### src/rtl/alu_pkg.sv
// Shared types for the ALU command sequencer: opcode encoding, queued command
// layout, sequencer FSM states and datapath widths.
package alu_pkg;

    localparam int DATA_W = 4;
    localparam int OP_W   = 3;

    typedef enum logic [OP_W-1:0] {
        OP_CLR0 = 3'b000,
        OP_ADD  = 3'b001,
        OP_SUB  = 3'b010,
        OP_AND  = 3'b011,
        OP_OR   = 3'b100,
        OP_NOTA = 3'b101,
        OP_NOTB = 3'b110,
        OP_CLR7 = 3'b111
    } alu_op_e;

    typedef struct packed {
        logic [DATA_W-1:0] a;
        logic [DATA_W-1:0] b;
        alu_op_e           op;
    } alu_cmd_t;

    localparam int CMD_W = $bits(alu_cmd_t);

    typedef enum logic [1:0] {
        ST_IDLE = 2'd0,
        ST_EXEC = 2'd1,
        ST_RESP = 2'd2
    } seq_state_e;

    function automatic alu_cmd_t make_cmd(input logic [DATA_W-1:0] a,
                                          input logic [DATA_W-1:0] b,
                                          input logic [OP_W-1:0]   op);
        alu_cmd_t c;
        c.a  = a;
        c.b  = b;
        c.op = alu_op_e'(op);
        return c;
    endfunction

endpackage

### src/rtl/alu_cmd_fifo.sv
// Synchronous command FIFO; full/empty come from a registered count so a word
// written into an empty FIFO is not visible at the head until the next cycle.
module alu_cmd_fifo
    import alu_pkg::*;
#(
    parameter int DEPTH = 4,
    parameter int WIDTH = CMD_W
) (
    input  logic             clk,
    input  logic             rst,
    input  logic             push_i,
    input  logic [WIDTH-1:0] push_data_i,
    input  logic             pop_i,
    output logic             full_o,
    output logic             empty_o,
    output logic [WIDTH-1:0] head_o
);

    localparam int PTR_W = (DEPTH > 1) ? $clog2(DEPTH) : 1;
    localparam int CNT_W = $clog2(DEPTH + 1);

    logic [WIDTH-1:0] mem_q [DEPTH];
    logic [PTR_W-1:0] wr_ptr_q, wr_ptr_d;
    logic [PTR_W-1:0] rd_ptr_q, rd_ptr_d;
    logic [CNT_W-1:0] count_q,  count_d;
    logic             do_push;
    logic             do_pop;

    assign full_o  = (count_q == CNT_W'(DEPTH));
    assign empty_o = (count_q == '0);
    assign do_push = push_i && !full_o;
    assign do_pop  = pop_i && !empty_o;
    assign head_o  = mem_q[rd_ptr_q];

    always_comb begin
        wr_ptr_d = wr_ptr_q;
        rd_ptr_d = rd_ptr_q;
        count_d  = count_q;
        if (do_push) begin
            wr_ptr_d = wr_ptr_q + PTR_W'(1);
        end
        if (do_pop) begin
            rd_ptr_d = rd_ptr_q + PTR_W'(1);
        end
        case ({do_push, do_pop})
            2'b10:   count_d = count_q + CNT_W'(1);
            2'b01:   count_d = count_q - CNT_W'(1);
            default: count_d = count_q;
        endcase
    end

    // Storage carries no reset so it can map onto RAM primitives.
    always_ff @(posedge clk) begin
        if (do_push) begin
            mem_q[wr_ptr_q] <= push_data_i;
        end
    end

    always_ff @(posedge clk) begin
        if (rst) begin
            wr_ptr_q <= '0;
            rd_ptr_q <= '0;
            count_q  <= '0;
        end else begin
            wr_ptr_q <= wr_ptr_d;
            rd_ptr_q <= rd_ptr_d;
            count_q  <= count_d;
        end
    end

endmodule

### src/rtl/alu_op_sequencer.sv
// Flow-controlled front end for the 4-bit combinational ALU: queues commands,
// drives registered operands, captures the result. Optional ALU_SEQ_STICKY_OVF_EN.
module alu_op_sequencer
    import alu_pkg::*;
#(
    parameter int DEPTH = 4
) (
    input  logic              clk,
    input  logic              rst,
    input  logic              cmd_valid,
    output logic              cmd_ready,
    input  logic [DATA_W-1:0] cmd_a,
    input  logic [DATA_W-1:0] cmd_b,
    input  logic [OP_W-1:0]   cmd_op,
    output logic [DATA_W-1:0] alu_a,
    output logic [DATA_W-1:0] alu_b,
    output logic [OP_W-1:0]   alu_op,
    input  logic [DATA_W-1:0] alu_result,
    input  logic              alu_overflow,
    output logic              res_valid,
    input  logic              res_ready,
    output logic [DATA_W-1:0] res_data,
    output logic              res_overflow,
    output logic              ovf_sticky
);

    seq_state_e        state_q,     state_d;
    logic [DATA_W-1:0] alu_a_q,     alu_a_d;
    logic [DATA_W-1:0] alu_b_q,     alu_b_d;
    alu_op_e           alu_op_q,    alu_op_d;
    logic [DATA_W-1:0] res_data_q,  res_data_d;
    logic              res_ovf_q,   res_ovf_d;
    logic              res_valid_q, res_valid_d;

    logic              fifo_push;
    logic              fifo_pop;
    logic              fifo_full;
    logic              fifo_empty;
    alu_cmd_t          push_cmd;
    logic [CMD_W-1:0]  fifo_head;
    alu_cmd_t          head_cmd;

    assign cmd_ready = !fifo_full;
    assign fifo_push = cmd_valid && cmd_ready;
    assign push_cmd  = make_cmd(cmd_a, cmd_b, cmd_op);
    assign head_cmd  = alu_cmd_t'(fifo_head);

    alu_cmd_fifo #(
        .DEPTH (DEPTH),
        .WIDTH (CMD_W)
    ) u_fifo (
        .clk         (clk),
        .rst         (rst),
        .push_i      (fifo_push),
        .push_data_i (push_cmd),
        .pop_i       (fifo_pop),
        .full_o      (fifo_full),
        .empty_o     (fifo_empty),
        .head_o      (fifo_head)
    );

    always_comb begin
        state_d     = state_q;
        alu_a_d     = alu_a_q;
        alu_b_d     = alu_b_q;
        alu_op_d    = alu_op_q;
        res_data_d  = res_data_q;
        res_ovf_d   = res_ovf_q;
        res_valid_d = res_valid_q;
        fifo_pop    = 1'b0;

        case (state_q)
            ST_IDLE: begin
                if (!fifo_empty) begin
                    fifo_pop = 1'b1;
                    alu_a_d  = head_cmd.a;
                    alu_b_d  = head_cmd.b;
                    alu_op_d = head_cmd.op;
                    state_d  = ST_EXEC;
                end
            end
            ST_EXEC: begin
                res_data_d  = alu_result;
                res_ovf_d   = alu_overflow;
                res_valid_d = 1'b1;
                state_d     = ST_RESP;
            end
            ST_RESP: begin
                // Result stays frozen until the consumer takes it; the next
                // command is popped on the same edge to sustain 2 cycles/result.
                if (res_ready) begin
                    res_valid_d = 1'b0;
                    if (!fifo_empty) begin
                        fifo_pop = 1'b1;
                        alu_a_d  = head_cmd.a;
                        alu_b_d  = head_cmd.b;
                        alu_op_d = head_cmd.op;
                        state_d  = ST_EXEC;
                    end else begin
                        state_d  = ST_IDLE;
                    end
                end
            end
            default: begin
                res_valid_d = 1'b0;
                state_d     = ST_IDLE;
            end
        endcase
    end

    always_ff @(posedge clk) begin
        if (rst) begin
            state_q     <= ST_IDLE;
            alu_a_q     <= '0;
            alu_b_q     <= '0;
            alu_op_q    <= OP_CLR0;
            res_data_q  <= '0;
            res_ovf_q   <= 1'b0;
            res_valid_q <= 1'b0;
        end else begin
            state_q     <= state_d;
            alu_a_q     <= alu_a_d;
            alu_b_q     <= alu_b_d;
            alu_op_q    <= alu_op_d;
            res_data_q  <= res_data_d;
            res_ovf_q   <= res_ovf_d;
            res_valid_q <= res_valid_d;
        end
    end

    assign alu_a        = alu_a_q;
    assign alu_b        = alu_b_q;
    assign alu_op       = alu_op_q;
    assign res_valid    = res_valid_q;
    assign res_data     = res_data_q;
    assign res_overflow = res_ovf_q;

`ifdef ALU_SEQ_STICKY_OVF_EN
    logic sticky_q;

    always_ff @(posedge clk) begin
        if (rst) begin
            sticky_q <= 1'b0;
        end else if (res_valid_q && res_ready && res_ovf_q) begin
            sticky_q <= 1'b1;
        end
    end

    assign ovf_sticky = sticky_q;
`else
    assign ovf_sticky = 1'b0;
`endif

endmodule

### config.mk
export PLATFORM = sky130hd
export DESIGN_NAME = alu_op_sequencer
export DESIGN_NICKNAME = d
export VERILOG_FILES = /design/src/rtl/alu_pkg.sv /design/src/rtl/alu_cmd_fifo.sv /design/src/rtl/alu_op_sequencer.sv
export SDC_FILE = /design/constraint.sdc
export NUM_CORES = 1
export LEC_CHECK = 0
export CORE_UTILIZATION = 47
export DETAILED_ROUTE_END_ITERATION = 10
export PLACE_DENSITY_LB_ADDON = 0.05
export RECOVER_POWER = 50
export SKIP_LAST_GASP = 1
export SLEW_MARGIN = 25
export SYNTH_ARGS = -nofsm -noshare
export SYNTH_HDL_FRONTEND = slang
export SYNTH_SLANG_ARGS = --single-unit
export TNS_END_PERCENT = 10
### constraint.sdc
create_clock -name clk -period 5.74 [get_ports clk]
set_input_delay 1.148 -clock clk [delete_from_list [all_inputs] [get_ports clk]]
set_output_delay 1.148 -clock clk [all_outputs]
set_load 0.005 [all_outputs]
==> results of run 1 <==
metal layers:
metal	part of all wire (%)	track usage, %	up-vias
met4	2.0	9.27	0
met3	2.8	4.25	9
met1	44	22.6	765
met5	0	0	-
met2	51	28.9	24
li1	-	-	738
final cells by class:
cell class,count,area [um^2],share of cell area [%]
sequential,72,1880,55.5
multi-input combinational,90,828,24.4
timing repair buffer,39,382,11.3
clock buffer,12,145,4.28
tap,72,90.1,2.66
clock inverter,4,43.8,1.29
inverter,5,18.8,0.554
sequential cells by signal, summed over array words and instances, names as in the netlist, named ones only:
name / cells
alu_op: 3
res_overflow: 1
res_valid: 1
alu_b: 4
u_fifo.wr_ptr_q: 2
u_fifo.mem_q: 44
alu_a: 4
res_data: 4
u_fifo.count_q: 3
state_q: 2
u_fifo.rd_ptr_q: 2
power groups by stage:
stage | Combinational (mW) | Sequential, mW | Clock, mW
2_1_floorplan | 0.278 | 0.705 | 0
3_3_place_gp | 0.409 | 0.729 | 0
3_5_place_dp | 0.435 | 0.736 | 0
4_1_cts | 0.436 | 0.725 | 0.391
5_1_grt | 0.466 | 0.737 | 0.410
6_report | 0.429 | 0.721 | 0.382
per-stage QoR:
stage          setup slack [ps]  util [%]  hold slack, ps  total power [mW]
2_1_floorplan              2840         -             471             0.982
3_3_place_gp               2410      57.0             462              1.14
3_5_place_dp               2280      57.2             468              1.17
4_1_cts                    2630      60.6             479              1.55
5_1_grt                    2480      60.4             500              1.61
6_report                   2590      60.4             479              1.53
worst max-delay path: stages:
cell	delay, ps
clkdlybuf4s50_1	480
nor2b_1	110
nor3_1	150
buf_4	230
ha_1	210
inv_1	60
fa_1	370
xor2_1	160
or3_1	320
a21oi_1	150
kinds of logic after synthesis:
logic type,count (synthesis)
buffers and inverters,16
AOI/OAI and AO/OA,22
muxes,17
and+or+nand+nor,42
other,1
adders and majority gates,6
xor gates and xnor gates,2
DFF,72
cell usage after synthesis (all sizes together):
cell	count
or3b	1
nor4	1
nor3	3
nor2b	4
fa	1
o31ai	1
nor4b	1
nand3	2
conb	1
nor2	12
mux2i	5
nand2b	11
mux4	11
clkbuf	2
o21ai	1
a21oi	7
buf	9
ha	5
o2bb2ai	11
or3	1
dfxtp	28
mux2	1
xor2	2
and3	4
edfxtp	44
a21o	2
inv	5
nand2	1
or4	1
worst max-delay path by stage:
stage                     startpoint                end  slack (ps)
final                      res_ready  u_fifo.count_q[2]        2590
after global routing       res_ready  u_fifo.count_q[2]        2480
after CTS                  res_ready  u_fifo.count_q[2]        2630
after detailed placement   res_ready  u_fifo.count_q[2]        2280
after global placement     res_ready  u_fifo.count_q[2]        2410
after floorplan            res_ready  u_fifo.count_q[2]        2840
==> reports/results.ini, run 1 <==
[logic_synthesis]
postSynthNetCount = 204
synth_top_cell_by_area = edfxtp_1
synth_compound_area_share_pct = 5.83
synth.area.top_cells = edfxtp_1, dfxtp_1, mux4_2, o2bb2ai_1, nand2b_1
synthMuxAreaShare_pct = 11.1
synth.yosys.warnings = 0
seq_area_frac_synth_pct = 67.5
synthAdderAreaFrac_pct = 2.96
synth_top_family_by_area = multiplexers
synthSimpleGateAreaFrac_pct = 8.84
synth_top_cell_area_share_pct = 47.4
syn_area_um2 = 2790
syn_inst = 178
postSynthAreaPerCell_um2 = 15.7
ys_ff_latch = 72
synth_xor_area_share_pct = 0.628
synth_cell_types = 34

[floorplan]
core_um2 = 5610
die_h_um = 79.0
die_area_um2 = 6240
die_w_um = 79.0
placementRows = 27
floorplan.initialDensity_pct = 49.7
io_pins = 39

[global_routing]
grt_start_max_net_pins = 29
grt_pass1_wl_mm = 7.96
grt_antenna_before_repair = 0
globalRouteOverflowTotal = 0
grt_pass1_vias = 1554
grt_usage_pct = 17.9

[cts]
clk_pin_slew_worst_paths_ps = 70
clkLatencyLatePin_ps = 330
cts_tree = yes
numClockSinks = 72
clk_path_buf_depth = 2
post_cts_resized = 0
clockRootBuffer = clkbuf_8
hold_buffers = 0
postCtsSetupBuffers = 0
h-tree-depth = 3
numCtsBuffers = 9

[timing]
timing.fmax_mhz = 318
rsz0062_at_grt = no
hold_viol_final = 0
post-route-period-util_pct = 54.8
max_slew_margin_pct = 16.6
period_needed_ps = 3150
drv_slew = 0
fin_skew_ps = 8.73
tns_ps = 0
finalSetupViolCount = 0
worst_pin_slew_ps = 1250

[layout]
layout.cells.non_filler = 294
mostFrequentLayoutCell = edfxtp_1
fillers = 451
nets = 243
area_growth_pct = 21.6
layout-drive-gt1-share_pct = 14.0
diodes = 0
layout_common_cells = edfxtp_1, dfxtp_1, clkdlybuf4s50_1
design_area_um2 = 3390

[placed_design]
place_area_um2 = 3210
placed_cells = 278
dpl.hpwl_mm = 3.26
io_buffers = 37
gp_congestion = 0.723

[power]
sequentialPowerShare_pct = 47.1
p_clk_share_pct = 24.9
p_switching_mw = 0.440
sw_frac_of_total_pct = 28.7
power.density_nw_per_um2 = 452
pwr-share-comb_pct = 28.0
p_leak_nw = 1.15
vdd_drop_max_mv = 0.222
p_int_mw = 1.09

[worst_setup_path]
rrSetupSlack_ps = 3380
crit_required_ps = 5990
rr_worst_depth = 8
start_kind = input port
crit_arrival_ps = 3390
worstPathMaxFanout = 12
r2r-end = u_fifo.count_q[2]
crit_type = input port to register
r2r-start = u_fifo.count_q[2]
endpoint_kind = register

[drt]
detail_route.wl_per_cell_um = 16.7
drt_first_iter_violations = 84
via_per_inst = 5.22
dr.pass1.iters = 5
drc = 0
num_vias = 1536
drt_wl_total_mm = 4.90
antenna_left = 0

[worst_hold_path]
whs_endpoint = alu_b[0]
min_from = alu_b[0]
hold_depth = 2
min_path_type = register to register

[status]
outcome = completed

[flow_run]
maxCapViolations = 0

No activity file was read; power rests on OpenSTA's default activity.
==> inputs of run 2 (changes only) <==
==> constraint.sdc (replaced) <==
create_clock -name clk -period 2.9 [get_ports clk]
set_input_delay 0.58 -clock clk [delete_from_list [all_inputs] [get_ports clk]]
set_output_delay 0.58 -clock clk [all_outputs]
set_load 0.005 [all_outputs]
==> reports/results.ini, run 2 (same netlist as run 1, synthesis figures left out) <==
[status]
outcome = completed

[floorplan]
die_w_um = 79.0
floorplan.initialDensity_pct = 49.7
die_h_um = 79.0
placementRows = 27
die_area_um2 = 6240
core_um2 = 5610
io_pins = 39

[power]
p_leak_nw = 1.13
sequentialPowerShare_pct = 48.8
power.density_nw_per_um2 = 869
p_switching_mw = 0.871
p_int_mw = 2.05
finalPower_mw = 2.92
p_clk_share_pct = 22.2
vdd_drop_max_mv = 0.384
pwr-share-comb_pct = 28.9
sw_frac_of_total_pct = 29.9

[worst_setup_path]
crit_type = input port to register
crit_arrival_ps = 2870
crit_required_ps = 3170
cpLargestDelayFamily = simple AND/OR/NAND/NOR gates
start_kind = input port
endpoint_kind = register
slowest_stage = dlygate4sd3_1
rrSetupSlack_ps = 540
cp_num_buf_inv = 2
max_stage_delay_ps = 550
r2r-start = u_fifo.count_q[2]
worstPathMaxFanout = 5
rr_worst_depth = 8
r2r-end = u_fifo.count_q[2]
crit_chain = dlygate4sd3_1 > nor2b_1 > nor3_1 > ha_1 > inv_1 > fa_1 > xor2_1 > or3_1 > a21oi_1

[cts]
post_cts_resized = 0
clk_path_buf_depth = 2
numCtsBuffers = 9
numClockSinks = 72
cts_tree = yes
hold_buffers = 0
clk_pin_slew_worst_paths_ps = 70
postCtsSetupBuffers = 0
clkLatencyLatePin_ps = 340
h-tree-depth = 3
clockRootBuffer = clkbuf_8

[drt]
drt_first_iter_violations = 101
via_per_inst = 5.25
antenna_left = 0
dr.pass1.iters = 5
num_vias = 1554
detail_route.wl_per_cell_um = 17.1
drt_wl_total_mm = 5.06
drc = 0

[global_routing]
grt_antenna_before_repair = 0
grt_pass1_vias = 1633
grt_pass1_wl_mm = 8.45
grt_usage_pct = 18.8
grt_start_max_net_pins = 16
globalRouteOverflowTotal = 0

[timing]
fin_skew_ps = 6.98
rsz0062_at_grt = no
period_needed_ps = 2610
hold_viol_final = 0
worst_pin_slew_ps = 774
timing.fmax_mhz = 384
drv_slew = 0
tns_ps = 0
finalSetupViolCount = 0
max_slew_margin_pct = 48.4
post-route-period-util_pct = 89.9

[worst_hold_path]
min_path_type = register to register
hold_depth = 2
min_from = alu_a[2]
whs_endpoint = alu_a[2]

[placed_design]
io_buffers = 37
gp_congestion = 0.664
dpl.hpwl_mm = 3.32
place_area_um2 = 3210

[layout]
layout-drive-gt1-share_pct = 13.4
layout_common_cells = edfxtp_1, dfxtp_1, clkdlybuf4s50_1
largest_reg_flops = 44
register_area_um2 = 1880
area_growth_pct = 20.4
diodes = 0
regMostFlops = u_fifo.mem_q
design_area_um2 = 3360
nets = 245
multi_input_area_um2 = 816
mostFrequentLayoutCell = edfxtp_1
fillers = 462

[flow_run]
maxCapViolations = 0

[run 2: layout make-up]
cell class / count / area share [%]
Sequential cell: 72 / 56.1
Clock buffer: 11 / 3.91
Timing Repair Buffer: 41 / 11.7
Tap cell: 72 / 2.68
Multi-Input combinational cell: 90 / 24.3
Clock inverter: 5 / 0.746
Inverter: 5 / 0.559
[run 2: metrics by stage]
stage / cells / worst slack (ps) / util, % / hold WS, ps
after floorplan: 178 / 570 / - / 471
after global placement: 280 / 150 / 57.3 / 464
after detailed placement: 280 / 50.9 / 57.3 / 469
after CTS: 296 / 410 / 60.1 / 480
after global routing: 296 / 112 / 59.8 / 509
final: 296 / 294 / 59.8 / 479
[run 2: how the worst max path moves through the flow]
stage	cells after the start	start	endpoint	slack, ps
2_1_floorplan	9	res_ready	u_fifo.count_q[2]	570
4_1_cts	9	res_ready	u_fifo.count_q[2]	410
3_3_place_gp	9	res_ready	u_fifo.count_q[2]	150
5_1_grt	9	res_ready	u_fifo.count_q[2]	110
3_5_place_dp	9	res_ready	u_fifo.count_q[2]	50
6_report	9	res_ready	u_fifo.count_q[2]	290
[run 2: per-layer routing]
layer | global-route usage [%] | vias to the layer above | share of wire, %
met5 | 0 | - | 0
met4 | 9.27 | 0 | 1.1
met3 | 4.14 | 8 | 2.2
met2 | 29.9 | 27 | 51
met1 | 24.4 | 772 | 45
li1 | - | 747 | -
[run 2: power by group through the flow]
| stage | registers (mW) | logic (mW) | clock network [mW] |
|---|---|---|---|
| final | 1.42 | 0.844 | 0.648 |
| after global routing | 1.45 | 0.938 | 0.711 |
| after CTS | 1.43 | 0.867 | 0.664 |
| after detailed placement | 1.45 | 0.862 | 0 |
| after global placement | 1.44 | 0.829 | 0 |
| after floorplan | 1.40 | 0.549 | 0 |
[run 2: worst reg2reg max path, delay by kind of cell, from the launching register on]
family                     cells  cell delay [ps]
and+or+nand+nor                3              940
adders and majority gates      2              580
DFF                            1              380
xor gates and xnor gates       1              160
AOI/OAI and AO/OA              1              140
buffers and inverters          1               80
==> inputs of run 3 (changes only) <==
--- a/config.mk
+++ b/config.mk
@@ -5,8 +5,10 @@
 export SDC_FILE = /design/constraint.sdc
 export NUM_CORES = 1
 export LEC_CHECK = 0
-export CORE_UTILIZATION = 47
+export ABC_AREA = 1
+export CORE_UTILIZATION = 35
 export DETAILED_ROUTE_END_ITERATION = 10
+export GPL_ROUTABILITY_DRIVEN = 1
 export PLACE_DENSITY_LB_ADDON = 0.05
 export RECOVER_POWER = 50
 export SKIP_LAST_GASP = 1
==> reports/results.ini, run 3 <==
[status]
outcome = completed

[worst_setup_path]
crit_chain = dlygate4sd3_1 > inv_1 > a21oi_1 > nand2_4 > inv_1 > ha_1 > inv_1 > fa_1 > inv_1 > nand2_1 > nand3_1 > nand2_1 > nand2_1 > nor2_1
worstPathMaxFanout = 3
cp_num_buf_inv = 5
cpLargestDelayFamily = buffers and inverters
rr_worst_depth = 12
timing.critical_path.mode_cell = inv_1
r2r-start = state_q[1]
r2r-end = u_fifo.count_q[2]
max_stage_delay_ps = 520
start_kind = input port
crit_type = input port to register
startpoint = res_ready
endpoint_kind = register
path_depth = 14
rrSetupSlack_ps = 1080
crit_arrival_ps = 2520
crit_required_ps = 3130
slowest_stage = dlygate4sd3_1

[logic_synthesis]
synth_top_cell_by_area = edfxtp_1
synth_top_family_by_area = simple AND/OR/NAND/NOR gates
synth_top_cell_area_share_pct = 42.9
synth_cell_types = 20
synth_edf_count = 44
syn_area_um2 = 3080
synth_flop_cell = edfxtp_1
synthAdderAreaFrac_pct = 2.68
seq_area_frac_synth_pct = 61.1
ys_ff_latch = 72
postSynthNetCount = 372
synthTopCellsByCount = nand2_1, inv_1, edfxtp_1
ys_async_sr_fraction_pct = 0
postSynthAreaPerCell_um2 = 8.91
syn_inst = 346
synthMuxAreaShare_pct = 0
synth_compound_area_share_pct = 2.88
synth.yosys.warnings = 0
synth_xor_area_share_pct = 0
yosysMostFrequentCell = nand2_1
synthSimpleGateAreaFrac_pct = 21.8
synth.area.top_cells = edfxtp_1, dfxtp_1, nand2_1, inv_1, nor2_1

[cts]
clk_path_buf_depth = 2
postCtsSetupBuffers = 0
post_cts_resized = 0
clkLatencyLatePin_ps = 330
hold_buffers = 0
cts_tree = yes
clockRootBuffer = clkbuf_8
numCtsBuffers = 9
numClockSinks = 72
clk_pin_slew_worst_paths_ps = 70
h-tree-depth = 3

[flow_run]
maxCapViolations = 0

[placed_design]
dp_slack_ps = 449
io_buffers = 37
dpl.hpwl_mm = 3.74
gp_congestion = 0.711

[floorplan]
io_pins = 39
die_w_um = 95.8
core_um2 = 8380
die_area_um2 = 9180
die_h_um = 95.8
placementRows = 33
floorplan.initialDensity_pct = 36.8

[timing]
tns_ps = 0
max_slew_margin_pct = 29.2
finalSetupViolCount = 0
fin_skew_ps = 8.51
timing.fmax_mhz = 435
drv_slew = 0
worst_pin_slew_ps = 1060
rsz0062_at_grt = no
fin_ws_ps = 603
post-route-period-util_pct = 79.2
period_needed_ps = 2300
hold_viol_final = 0

[layout]
nets = 416
regMostFlops = u_fifo.mem_q
area_growth_pct = 21.8
mostFrequentLayoutCell = nand2_1
largest_reg_flops = 44
layout_common_cells = nand2_1, inv_1, edfxtp_1
layout-drive-gt1-share_pct = 5.57
diodes = 0
fillers = 845

[drt]
num_vias = 2096
drt_first_iter_violations = 88
antenna_left = 0
drc = 0
drt_wl_total_mm = 5.81
detail_route.wl_per_cell_um = 11.6
dr.pass1.iters = 4
via_per_inst = 4.19

[worst_hold_path]
min_path_type = register to register
min_from = u_fifo.rd_ptr_q[1]
hold_depth = 2

[global_routing]
grt_antenna_before_repair = 0
grt_pass1_vias = 1942
grt_pass1_wl_mm = 9.67
grt_usage_pct = 14.2
grt_start_max_net_pins = 25
globalRouteOverflowTotal = 0

[power]
power.density_nw_per_um2 = 936
p_leak_nw = 1.71
p_switching_mw = 1.19
vdd_drop_max_mv = 0.396
sequentialPowerShare_pct = 40.8
p_clk_share_pct = 23.5
sw_frac_of_total_pct = 34.0
p_int_mw = 2.32
pwr-share-comb_pct = 35.7

[run 3: changes by cell type after synthesis, sizes merged, moves of 3 or more]
cell and delta:
nand3 +28, mux2i -5, nor2b -4, inv +72
o21ai +6, and3 -4, nand2b -11, o2bb2ai -11
nor2 +31, nand2 +90, nor3 -3, mux4 -11
[run 3: routing by layer]
layer	part of all wire, %	vias to the layer above	track usage, %	wire, um
li1	-	1137	-	-
met1	51	907	19.3	2940
met2	44	42	22.3	2540
met4	1.7	0	5.97	99
met5	0	-	0	0
met3	4.0	10	2.76	233
[run 3: final cells by class]
| type | instances | area, um^2 | area share (%) |
|---|---|---|---|
| multi-input combinational | 186 | 835 | 22.2 |
| inverter | 77 | 289 | 7.70 |
| clock inverter | 4 | 68.8 | 1.83 |
| tap | 105 | 131 | 3.50 |
| sequential | 72 | 1880 | 50.1 |
| clock buffer | 12 | 135 | 3.60 |
| timing repair buffer | 44 | 412 | 11.0 |
[run 3: per-stage QoR]
step	hold slack [ps]	cell area, um^2	power, mW	instances	util (%)
after detailed placement	491	3570	2.75	484	42.6
after global routing	532	3750	3.83	500	44.8
final	494	3750	3.51	500	44.8
after floorplan	459	3080	2.28	346	-
after global placement	492	3570	2.74	484	42.6
after CTS	500	3770	3.59	500	45.0
[run 3: cells by family (layout without fill, tap and decap cells)]
family / after synthesis / in the layout
compound gates: 15 / 15
simple gates: 164 / 164
other cells: 1 / 1
flops: 72 / 72
buf+inv: 88 / 137
fa+ha+maj: 6 / 6
[run 3: power groups by stage]
stage               registers, mW  clock network [mW]  logic (mW)
global route                 1.46               0.896        1.47
CTS                          1.44               0.859        1.29
global placement             1.46                   0        1.28
floorplan                    1.44                   0       0.841
detailed placement           1.46                   0        1.29
finish                       1.43               0.824        1.25
[run 3: worst register-to-register path, cell delays in order (launching register included)]
cell	delay (ps)
dfxtp_1	330
a21oi_1	320
nand2_4	60
inv_1	80
ha_1	160
inv_1	60
fa_1	370
inv_1	60
nand2_1	40
nand3_1	80
nand2_1	50
nand2_1	50
nor2_1	40
[run 3: worst max-delay path by stage]
stage | to
after floorplan | u_fifo.count_q[2]
after global placement | u_fifo.count_q[2]
after detailed placement | u_fifo.count_q[2]
after CTS | u_fifo.count_q[2]
after global routing | u_fifo.count_q[2]
final | u_fifo.count_q[2]
